<file path="src/rtl/comparador_serial_pkg.sv">
// -----------------------------------------------------------------------------
// comparador_pkg
// Shared types and constants for the bit-serial magnitude comparator.
//   state_t  : controller states (IDLE, RUN, DONE)
//   EQ/GT/LT : 2-bit internal encoding of the running compare decision
//   idx_width: width of the bit-index counter for a given operand width
// -----------------------------------------------------------------------------
package comparador_pkg;

    typedef enum logic [1:0] {
        IDLE = 2'd0,
        RUN  = 2'd1,
        DONE = 2'd2
    } state_t;

    localparam logic [1:0] EQ = 2'b00;
    localparam logic [1:0] GT = 2'b01;
    localparam logic [1:0] LT = 2'b10;

    // Operand widths are at least 2, so this never collapses to zero bits.
    function automatic int idx_width(input int width);
        return $clog2(width);
    endfunction

endpackage

</file>
<file path="src/rtl/comparador_serial_if.sv">
// -----------------------------------------------------------------------------
// comparador_serial_if
// Handshake and operand bundle of the serial comparator.
//   start, a, b, signed_mode : request side (driven by the master)
//   busy, done, eq, gt, lt   : status/result side (driven by the comparator)
// -----------------------------------------------------------------------------
interface comparador_serial_if #(
    parameter int WIDTH = 8
);
    logic             start;
    logic [WIDTH-1:0] a;
    logic [WIDTH-1:0] b;
    logic             signed_mode;
    logic             busy;
    logic             done;
    logic             eq;
    logic             gt;
    logic             lt;

    modport master (
        output start, a, b, signed_mode,
        input  busy, done, eq, gt, lt
    );

    modport slave (
        input  start, a, b, signed_mode,
        output busy, done, eq, gt, lt
    );
endinterface

</file>
<file path="src/rtl/comparador_serial_bit.sv">
// -----------------------------------------------------------------------------
// comparador_bit
// Purely combinational single-bit compare cell.
//   ai, bi      : the current bit of operand A and B
//   is_msb      : the bit being examined is the sign position
//   signed_mode : operands are two's complement
//   diff        : the two bits differ
//   a_greater   : when diff is set, A is the larger operand
// -----------------------------------------------------------------------------
module comparador_bit (
    input  logic ai,
    input  logic bi,
    input  logic is_msb,
    input  logic signed_mode,
    output logic diff,
    output logic a_greater
);

    // The sign bit carries negative weight, so a 1 there marks the smaller
    // operand; everywhere else a 1 marks the larger one.
    assign diff      = ai ^ bi;
    assign a_greater = (is_msb && signed_mode) ? bi : ai;

endmodule

</file>
<file path="src/rtl/comparador_serial.sv">
// -----------------------------------------------------------------------------
// comparador_serial
// Bit-serial magnitude comparator, MSB first, unsigned or two's complement,
// with optional early exit on the first differing bit.
//   clk   : clock, rising edge
//   rst_n : asynchronous active-low reset
//   bus   : comparador_serial_if slave (start/a/b/signed_mode in,
//           busy/done/eq/gt/lt out, all outputs registered)
// -----------------------------------------------------------------------------
module comparador_serial
    import comparador_pkg::*;
#(
    parameter int WIDTH      = 8,
    parameter int EARLY_EXIT = 0
) (
    input  logic               clk,
    input  logic               rst_n,
    comparador_serial_if.slave bus
);

    localparam int IW = idx_width(WIDTH);

    state_t           state_q, state_d;
    logic [IW-1:0]    idx_q, idx_d;
    logic [WIDTH-1:0] opA_q, opA_d;
    logic [WIDTH-1:0] opB_q, opB_d;
    logic             signed_q, signed_d;
    logic             found_q, found_d;
    logic [1:0]       res_q, res_d;
    logic             eq_q, eq_d;
    logic             gt_q, gt_d;
    logic             lt_q, lt_d;

    logic             bitDiff;
    logic             bitAGreater;
    logic             isMsb;
    logic             newDiff;
    logic [1:0]       bitRes;
    logic [1:0]       finalRes;

    // Single compare cell, fed with the bit currently selected by idx.
    assign isMsb = (idx_q == IW'(WIDTH - 1));

    comparador_bit uBit (
        .ai          (opA_q[idx_q]),
        .bi          (opB_q[idx_q]),
        .is_msb      (isMsb),
        .signed_mode (signed_q),
        .diff        (bitDiff),
        .a_greater   (bitAGreater)
    );

    // Only the first difference counts; finalRes folds in a difference found
    // on the very edge that leaves RUN.
    assign newDiff  = bitDiff & ~found_q;
    assign bitRes   = bitAGreater ? GT : LT;
    assign finalRes = newDiff ? bitRes : res_q;

    assign bus.busy = (state_q != IDLE);
    assign bus.done = (state_q == DONE);
    assign bus.eq   = eq_q;
    assign bus.gt   = gt_q;
    assign bus.lt   = lt_q;

    // Next-state logic; idx is tested for zero before any decrement so it
    // never wraps.
    always_comb begin
        state_d  = state_q;
        idx_d    = idx_q;
        opA_d    = opA_q;
        opB_d    = opB_q;
        signed_d = signed_q;
        found_d  = found_q;
        res_d    = res_q;
        eq_d     = eq_q;
        gt_d     = gt_q;
        lt_d     = lt_q;

        case (state_q)
            IDLE: begin
                if (bus.start) begin
                    opA_d    = bus.a;
                    opB_d    = bus.b;
                    signed_d = bus.signed_mode;
                    idx_d    = IW'(WIDTH - 1);
                    found_d  = 1'b0;
                    res_d    = EQ;
                    state_d  = RUN;
                end
            end
            RUN: begin
                if (newDiff) begin
                    found_d = 1'b1;
                    res_d   = bitRes;
                end
                if ((idx_q == '0) || ((EARLY_EXIT != 0) && newDiff)) begin
                    state_d = DONE;
                    eq_d    = (finalRes == EQ);
                    gt_d    = (finalRes == GT);
                    lt_d    = (finalRes == LT);
                end else begin
                    idx_d = idx_q - 1'b1;
                end
            end
            DONE: begin
                state_d = IDLE;
            end
            default: begin
                state_d = IDLE;
            end
        endcase
    end

    // State and result registers; reset aborts any compare in flight.
    always_ff @(posedge clk or negedge rst_n) begin
        if (!rst_n) begin
            state_q  <= IDLE;
            idx_q    <= '0;
            opA_q    <= '0;
            opB_q    <= '0;
            signed_q <= 1'b0;
            found_q  <= 1'b0;
            res_q    <= EQ;
            eq_q     <= 1'b0;
            gt_q     <= 1'b0;
            lt_q     <= 1'b0;
        end else begin
            state_q  <= state_d;
            idx_q    <= idx_d;
            opA_q    <= opA_d;
            opB_q    <= opB_d;
            signed_q <= signed_d;
            found_q  <= found_d;
            res_q    <= res_d;
            eq_q     <= eq_d;
            gt_q     <= gt_d;
            lt_q     <= lt_d;
        end
    end

endmodule

</file>
<file path="src/flat_wrapper.sv">
// flat-port wrapper written by rule: the top's interface ports become plain ports
module comparador_serial_flat import comparador_pkg::*;
#(
    parameter int WIDTH      = 8,
    parameter int EARLY_EXIT = 0
)
  (clk, rst_n, bus_start, bus_a, bus_b, bus_signed_mode, bus_busy, bus_done, bus_eq, bus_gt, bus_lt);
  comparador_serial_if #(.WIDTH(WIDTH)) bus_i ();
  input  logic clk;
  input  logic rst_n;
  input wire logic [$bits(bus_i.start)-1:0] bus_start;
  input wire logic [$bits(bus_i.a)-1:0] bus_a;
  input wire logic [$bits(bus_i.b)-1:0] bus_b;
  input wire logic [$bits(bus_i.signed_mode)-1:0] bus_signed_mode;
  output wire logic [$bits(bus_i.busy)-1:0] bus_busy;
  output wire logic [$bits(bus_i.done)-1:0] bus_done;
  output wire logic [$bits(bus_i.eq)-1:0] bus_eq;
  output wire logic [$bits(bus_i.gt)-1:0] bus_gt;
  output wire logic [$bits(bus_i.lt)-1:0] bus_lt;
  assign bus_i.start = bus_start;
  assign bus_i.a = bus_a;
  assign bus_i.b = bus_b;
  assign bus_i.signed_mode = bus_signed_mode;
  assign bus_busy = bus_i.busy;
  assign bus_done = bus_i.done;
  assign bus_eq = bus_i.eq;
  assign bus_gt = bus_i.gt;
  assign bus_lt = bus_i.lt;
  comparador_serial #(.WIDTH(WIDTH), .EARLY_EXIT(EARLY_EXIT)) u_core (.clk(clk), .rst_n(rst_n), .bus(bus_i));
endmodule
</file>
<file path="config.mk">
export PLATFORM = sky130hd
export DESIGN_NAME = comparador_serial_flat
export DESIGN_NICKNAME = d
export VERILOG_FILES = /design/src/rtl/comparador_serial_pkg.sv /design/src/rtl/comparador_serial_if.sv /design/src/rtl/comparador_serial_bit.sv /design/src/rtl/comparador_serial.sv /design/src/flat_wrapper.sv
export SDC_FILE = /design/constraint.sdc
export NUM_CORES = 1
export LEC_CHECK = 0
export ABC_AREA = 1
export CAP_MARGIN = 20
export CORE_UTILIZATION = 40
export CTS_CLUSTER_SIZE = 24
export DETAILED_ROUTE_END_ITERATION = 8
export PLACE_DENSITY_LB_ADDON = 0.15
export SLEW_MARGIN = 40
export SYNTH_ARGS = -nofsm -noshare
export SYNTH_HDL_FRONTEND = slang
export SYNTH_HIERARCHICAL = 1
export SYNTH_SLANG_ARGS = --single-unit
</file>
<file path="constraint.sdc">
create_clock -name clk -period 1.97 [get_ports clk]
set_input_delay 0.394 -clock clk [delete_from_list [all_inputs] [get_ports clk]]
set_output_delay 0.394 -clock clk [all_outputs]
set_load 0.01 [all_outputs]
</file>
==> results of run 1 <==
-- sequential cells by signal, indices dropped and copies added, names as in the netlist --
signal	cells
u_core/signed_q	1
u_core/found_q	1
u_core/bus.eq	1
u_core/opA_q	8
u_core/bus.gt	1
u_core/opB_q	8
u_core/res_q	2
u_core/bus.lt	1
u_core/state_q	2
u_core/idx_q	3
-- where the power goes --
| part | internal (uW) | switching (uW) |
|---|---|---|
| Clock | 71.5 | 151 |
| Combinational | 493 | 808 |
| Sequential | 849 | 165 |
-- Yosys cell counts --
| cell | n | area (um^2) |
|---|---|---|
| nor2_1 | 9 | 33.8 |
| nand2_2 | 3 | 18.8 |
| nand3_2 | 1 | 10.0 |
| buf_6 | 3 | 33.8 |
| nand2_1 | 67 | 251 |
| inv_2 | 4 | 15.0 |
| nand3_1 | 15 | 75.1 |
| and2_1 | 1 | 6.26 |
| o21ai_0 | 19 | 95.1 |
| buf_2 | 1 | 5.00 |
| o22ai_1 | 1 | 6.26 |
| nor2_4 | 1 | 11.3 |
| ha_1 | 3 | 37.5 |
| inv_1 | 25 | 93.8 |
| nand4_1 | 1 | 6.26 |
| dfrtp_1 | 28 | 701 |
| xnor2_1 | 1 | 8.76 |
-- worst min-delay path by stage --
stage	end	slack (ns)	from
2_1_floorplan	u_core/bus.eq	0.1	rst_n
3_3_place_gp	u_core/bus.eq	0.47	u_core/bus.eq
3_5_place_dp	u_core/bus.lt	0.47	u_core/bus.lt
4_1_cts	u_core/opB_q[1]	0.43	rst_n
5_1_grt	u_core/opB_q[1]	0.46	rst_n
6_report	u_core/opB_q[1]	0.43	rst_n
-- per-stage QoR --
step           instance area (um^2)  utilization (%)  worst slack, ns
2_1_floorplan                  1410                -            0.324
3_3_place_gp                   1680             49.8            0.228
3_5_place_dp                   1680             49.8            0.142
4_1_cts                        1700             50.5            0.113
5_1_grt                        1700             50.6          0.00548
6_report                       1700             50.6            0.209
-- area by class of cell --
type,count,area [um^2],area share [%]
clock buffers,3,22.5,1.32
inverters,29,111,6.54
multi-input cells,122,561,32.9
flip-flops and latches,28,702,41.3
well taps,46,57.6,3.38
repair buffers,25,248,14.6
-- critical path: cells and delay by family, from the launching register on --
kind / cells / cell delay (ns)
buffers and inverters: 2 / 0.60
flip-flops: 1 / 0.39
AND/OR/NAND/NOR: 1 / 0.06
-- cell families (layout without fill, tap and decap cells) --
| group | count (synthesis) | in the layout |
|---|---|---|
| compound gates | 20 | 20 |
| xor+xnor | 1 | 1 |
| fa+ha+maj | 3 | 3 |
| buf+inv | 33 | 57 |
| flops | 28 | 28 |
| simple gates | 98 | 98 |
-- routing by layer --
layer / part of all wire, % / GRT usage (%) / up-vias
met5: 0 / 0 / -
met4: 0.72 / 6.35 / 0
met3: 3.5 / 2.52 / 2
met2: 47 / 25.5 / 19
met1: 49 / 21.1 / 536
li1: - / - / 613
-- cell usage in the layout, fill, tap and decap left out --
cell type,n
and2_1,1
buf_4,1
clkbuf_4,3
clkdlybuf4s50_1,24
dfrtp_1,27
dfrtp_2,1
ha_1,3
inv_1,24
inv_2,4
inv_4,1
nand2_1,67
nand2_2,3
nand3_1,15
nand3_2,1
nand4_1,1
nor2_1,9
nor2_4,1
o21ai_0,19
o22ai_1,1
xnor2_1,1
-- timing repair --
item | CTS | global route
hold endpoints to repair | 0 | 0
setup buffers | 0 | 0
endpoints found under the setup margin | 0 | 5
resized for setup | 0 | 3
==> run metrics, run 1 <==
YS warnings=6; compound-gate portion of the synthesized area=7.19%; r2r setup slk=0.23 ns; post-synthesis cell area=1410 um^2; CP Data Required Time=1.58 ns; share of layout cells above drive strength 1=7.25%; DR DRC count=0; CTS H-tree lvls=1; die area=3760 um^2; DR vias/cell=4.62; core footprint=3360 um^2; CP startpoint=u_core/state_q[0]; Tcrit/Tclk final=89.4%; diode count=0; CTS sink count=28; Max-Cap Viols=0; crit path cell chain=inv_1 > nand2_1 > clkdlybuf4s50_1; leakage power=0.000867 uW; PnR Total Power=2540 uW; Fin Clk Skew=0.00214 ns; post-synthesis mux area share=0%; later-pin clock latency in the skew report=0.31 ns; final slew viol count=0; Worst setup SP type=register; CP max stage cell=clkdlybuf4s50_1; final hold vios=0; routed wire length=2660 um; Least-Margin Pin Slew=0.434 ns; Fmax=568 MHz; Post-Synth Simple-Gate Area=29.3%; status=finished, final reports clean; Vias=1170; Peak VDD IR=0.591 mV; CP endpoint=bus_busy; HP Class=in -> async; reg2reg end=u_core/bus.lt; DRT Pass-1 Iters=4; Max transition margin=71.0%; Fillers=348; XOR/XNOR Fraction of Synth Area=0.622%; gr ovfl total=0; vias in the first global route=1078; main combinational cell family by area after synthesis=simple AND/OR/NAND/NOR gates; Synth cell types=17; Final HPWL DP=2050 um; crit-path max cell delay=0.52 ns; clock root buffer=clkbuf_4; RSZ-0062 raised after global routing=no; synthesized area per cell=7.70 um^2; Non-Filler Instances=253; Synth Area in Adders=2.66%; Setup violations, final=0; CTS tree=built; Die H=61.3 um; worst reg2reg startpoint=u_core/idx_q[0]; WP data arrival=1.37 ns; Max Fanout on Critical Path=3; CP Class=reg -> out; WHS=0.433 ns; Placement Rows=21; initial antenna violation count=0; Final ANT Viol Nets=0; Nets=232; gr usage total=15.7%; Crit. End Element=primary output; port bufs=24; P&R area growth vs syn=20.8%; Worst-path clk slew=0.13 ns; Die W=61.3 um; starting density of the core=41.9%; Final GP Congestion=0.851; cts hold-fix bufs=0; sequential-to-total area share from yosys stat=49.7%; setup TNS=0 ns; #FFs+latches synth=28; minimum clock period=1.76 ns; first-pass GRT wire length=4380 um; Post-Syn Instances=183; number of top-level pins=25; placed cells=250; per-cell routed wire length=10.5 um; Synthesized Nets=206; FF-to-FF path depth=14; largest net degree at the start of global routing=35; CTS Buf Count=3; CTS max path bufs=2; initial drt markers=67; Power Dens Cells=1490 nW/um^2
Note: power is estimated with default switching activity, not from simulation.
==> run 2: changes to the inputs <==
--- a/config.mk
+++ b/config.mk
@@ -10,6 +10,7 @@
 export CORE_UTILIZATION = 40
 export CTS_CLUSTER_SIZE = 24
 export DETAILED_ROUTE_END_ITERATION = 8
+export GPL_TIMING_DRIVEN = 0
 export PLACE_DENSITY_LB_ADDON = 0.15
 export SLEW_MARGIN = 40
 export SYNTH_ARGS = -nofsm -noshare
==> run 2 against run 1 <==
Maximum frequency fell by 2.1%. Sequential share of layout area down 0.79 points. Die area unchanged. Global-route usage is 0.63 points higher. Critical path depth up 12. Power up 3.5%. Register-to-register slack worse by 0.06 ns. Critical path type is now reg -> reg. Largest power group unchanged. Via count is 0.68% higher. Core utilization increased by 0.89 points.
==> run metrics, run 2 (synthesized netlist as in run 1, its figures left out) <==
crit-path max cell delay=0.40 ns (-0.12 ns); Tcrit/Tclk final=91.3% (+1.9 points); CTS sink count=28 (unchanged); CTS tree=built; CP Class=reg -> reg; commonest non-fill, non-tap cell in the layout=nand2_1; cts hold-fix bufs=0 (unchanged); Placement Rows=21 (unchanged); largest net degree at the start of global routing=29 (-17%); Max transition margin=58.6% (-12 points); initial antenna violation count=0 (unchanged); post-route setup slack=0.172 ns (-0.0376 ns); Setup violations, final=0 (unchanged); vias in the first global route=1041 (-3.4%); CTS max path bufs=2 (unchanged); die area=3760 um^2 (unchanged); Fmax=556 MHz (-2.1%); WP data arrival=2.03 ns (+0.66 ns); Nets=235 (+1.3%); FF-to-FF path depth=15 (+1); setup TNS=0 ns (unchanged); Switching Share=44.5% (+0.22 points); share of layout cells above drive strength 1=8.57% (+1.3 points); leakage power=0.000887 uW (+2.3%); gr ovfl total=0 (unchanged); Pint=1460 uW (+3.0%); Fin Clk Skew=0.00421 ns (+0.00207 ns); Final HPWL DP=2020 um (-1.5%); RSZ-0062 raised after global routing=no; Regs by FF count=u_core/opA_q (8), u_core/opB_q (8), u_core/idx_q (3); Crit. End Element=register; DR vias/cell=4.60 (-0.50%); Final GP Congestion=0.826 (-2.9%); DR DRC count=0 (unchanged); minimum clock period=1.80 ns (+0.0376 ns); clock network power share=8.8% (about the same); Max-Cap Viols=0 (unchanged); Least-Margin Pin Slew=0.621 ns (+0.187 ns); commonest non-fill, non-tap cells in the layout=67 x nand2_1, 28 x dfrtp_1, 25 x inv_1; worst reg2reg startpoint=u_core/idx_q[0]; Vias=1178 (+0.68%); initial drt markers=26 (-61%); status=finished, final reports clean; Worst setup SP type=register; P&R area growth vs syn=22.9%; Peak VDD IR=0.633 mV (+7.2%); diode count=0 (unchanged); Setup WS pre-CTS=0.0731 ns (-0.0691 ns); DRT Pass-1 Iters=4 (unchanged); Die H=61.3 um (unchanged); reg2reg end=u_core/bus.lt; Die W=61.3 um (unchanged); final slew viol count=0 (unchanged); Switch Pwr=1170 uW (+4.0%); first-pass GRT wire length=4460 um (+1.7%); port bufs=24 (unchanged); starting density of the core=41.9% (unchanged); CTS Buf Count=3 (unchanged); number of top-level pins=25 (unchanged); Combinational Power Share=54.2% (+2.9 points); Reg power frac=36.9% (-3.1 points); core footprint=3360 um^2 (unchanged); Power Dens Cells=1520 nW/um^2 (+1.7%); setup bufs post-CTS=0 (unchanged); routed wire length=2800 um (+5.5%); clock root buffer=clkbuf_4; gr usage total=16.3% (+0.63 points); CP Data Required Time=2.21 ns (+0.63 ns); final hold vios=0 (unchanged); Crit path top cell by count=nand2_1; post-CTS sizing=0 (unchanged); later-pin clock latency in the skew report=0.32 ns (about the same); r2r setup slk=0.17 ns (-0.06 ns); CP max stage cell=dfrtp_1; crit path cell chain=buf_2 > inv_6 > nand2_1 > nand3_1 > nand2_1 > nand2_1 > nand2_1 > nand2_1 > inv_1 > nor2_2 > nand2_1 > nand2_1 > nand2_1 > nand3_1 > nand2_1; CTS H-tree lvls=1 (unchanged); Max Fanout on Critical Path=11 (+8); HP Class=in -> async; Worst-path clk slew=0.14 ns (about the same); Final ANT Viol Nets=0 (unchanged); per-cell routed wire length=10.9 um (+4.3%)
-- run 2: worst max-delay path, delay by kind of cell (launching register included) --
kind                   cells  cell delay, ns
AND/OR/NAND/NOR           12            0.94
flip-flops                 1            0.40
buffers and inverters      3            0.36
-- run 2: layout make-up --
type | instances | area, um^2
buffer | 4 | 38.8
sequential | 28 | 701
multi-input combinational | 122 | 563
inverter | 29 | 114
timing repair buffer | 24 | 235
clock buffer | 3 | 22.5
fill | 349 | 1630
tap | 46 | 57.6
-- run 2: per-layer routing --
layer	vias up	GRT usage [%]	wire length [um]	part of all wire, %
li1	616	-	-	-
met1	540	22.1	1440	51
met2	18	25.9	1240	44
met3	4	1.89	77	2.7
met4	0	8.57	52	1.9
met5	-	0	0	0
-- run 2: power by group through the flow --
stage | sequential, uW | combinational, uW | clock (uW)
after detailed placement | 984 | 1390 | 0
after global routing | 1000 | 1630 | 271
after CTS | 969 | 1390 | 246
final | 970 | 1420 | 231
after floorplan | 969 | 1020 | 0
after global placement | 979 | 1340 | 0
-- run 2: through the flow --
step | std cells | total power [uW] | area (um^2) | util [%] | hold WS (ns)
after detailed placement | 253 | 2370 | 1700 | 50.6 | 0.444
final | 256 | 2630 | 1730 | 51.5 | 0.0595
after global routing | 256 | 2900 | 1730 | 51.5 | 0.0858
after floorplan | 183 | 1990 | 1410 | - | 0.0984
after global placement | 253 | 2320 | 1710 | 50.7 | 0.464
after CTS | 256 | 2610 | 1720 | 51.3 | 0.0643
-- run 2: how the worst max path moves through the flow --
stage | cells past startpoint | slack (ns) | endpoint | from
final | 15 | 0.17 | u_core/bus.lt | u_core/idx_q[0]
after global placement | 1 | 0.06 | u_core/state_q[1] | rst_n
after global routing | 14 | 0.02 | u_core/bus.lt | u_core/idx_q[0]
after detailed placement | 15 | 0.07 | u_core/bus.lt | u_core/idx_q[0]
after CTS | 15 | 0.06 | u_core/bus.lt | u_core/idx_q[0]
after floorplan | 15 | 0.32 | u_core/bus.lt | u_core/idx_q[0]
==> run 3: changes to the inputs <==
--- a/config.mk
+++ b/config.mk
@@ -6,8 +6,10 @@
 export NUM_CORES = 1
 export LEC_CHECK = 0
 export ABC_AREA = 1
+export ABC_CLOCK_PERIOD_IN_PS = 1970
 export CAP_MARGIN = 20
 export CORE_UTILIZATION = 40
+export CTS_CLUSTER_DIAMETER = 60
 export CTS_CLUSTER_SIZE = 24
 export DETAILED_ROUTE_END_ITERATION = 8
 export GPL_TIMING_DRIVEN = 0
==> results of run 3 <==
Same layout as run 2: the final DEF is identical, and so are final timing and power.
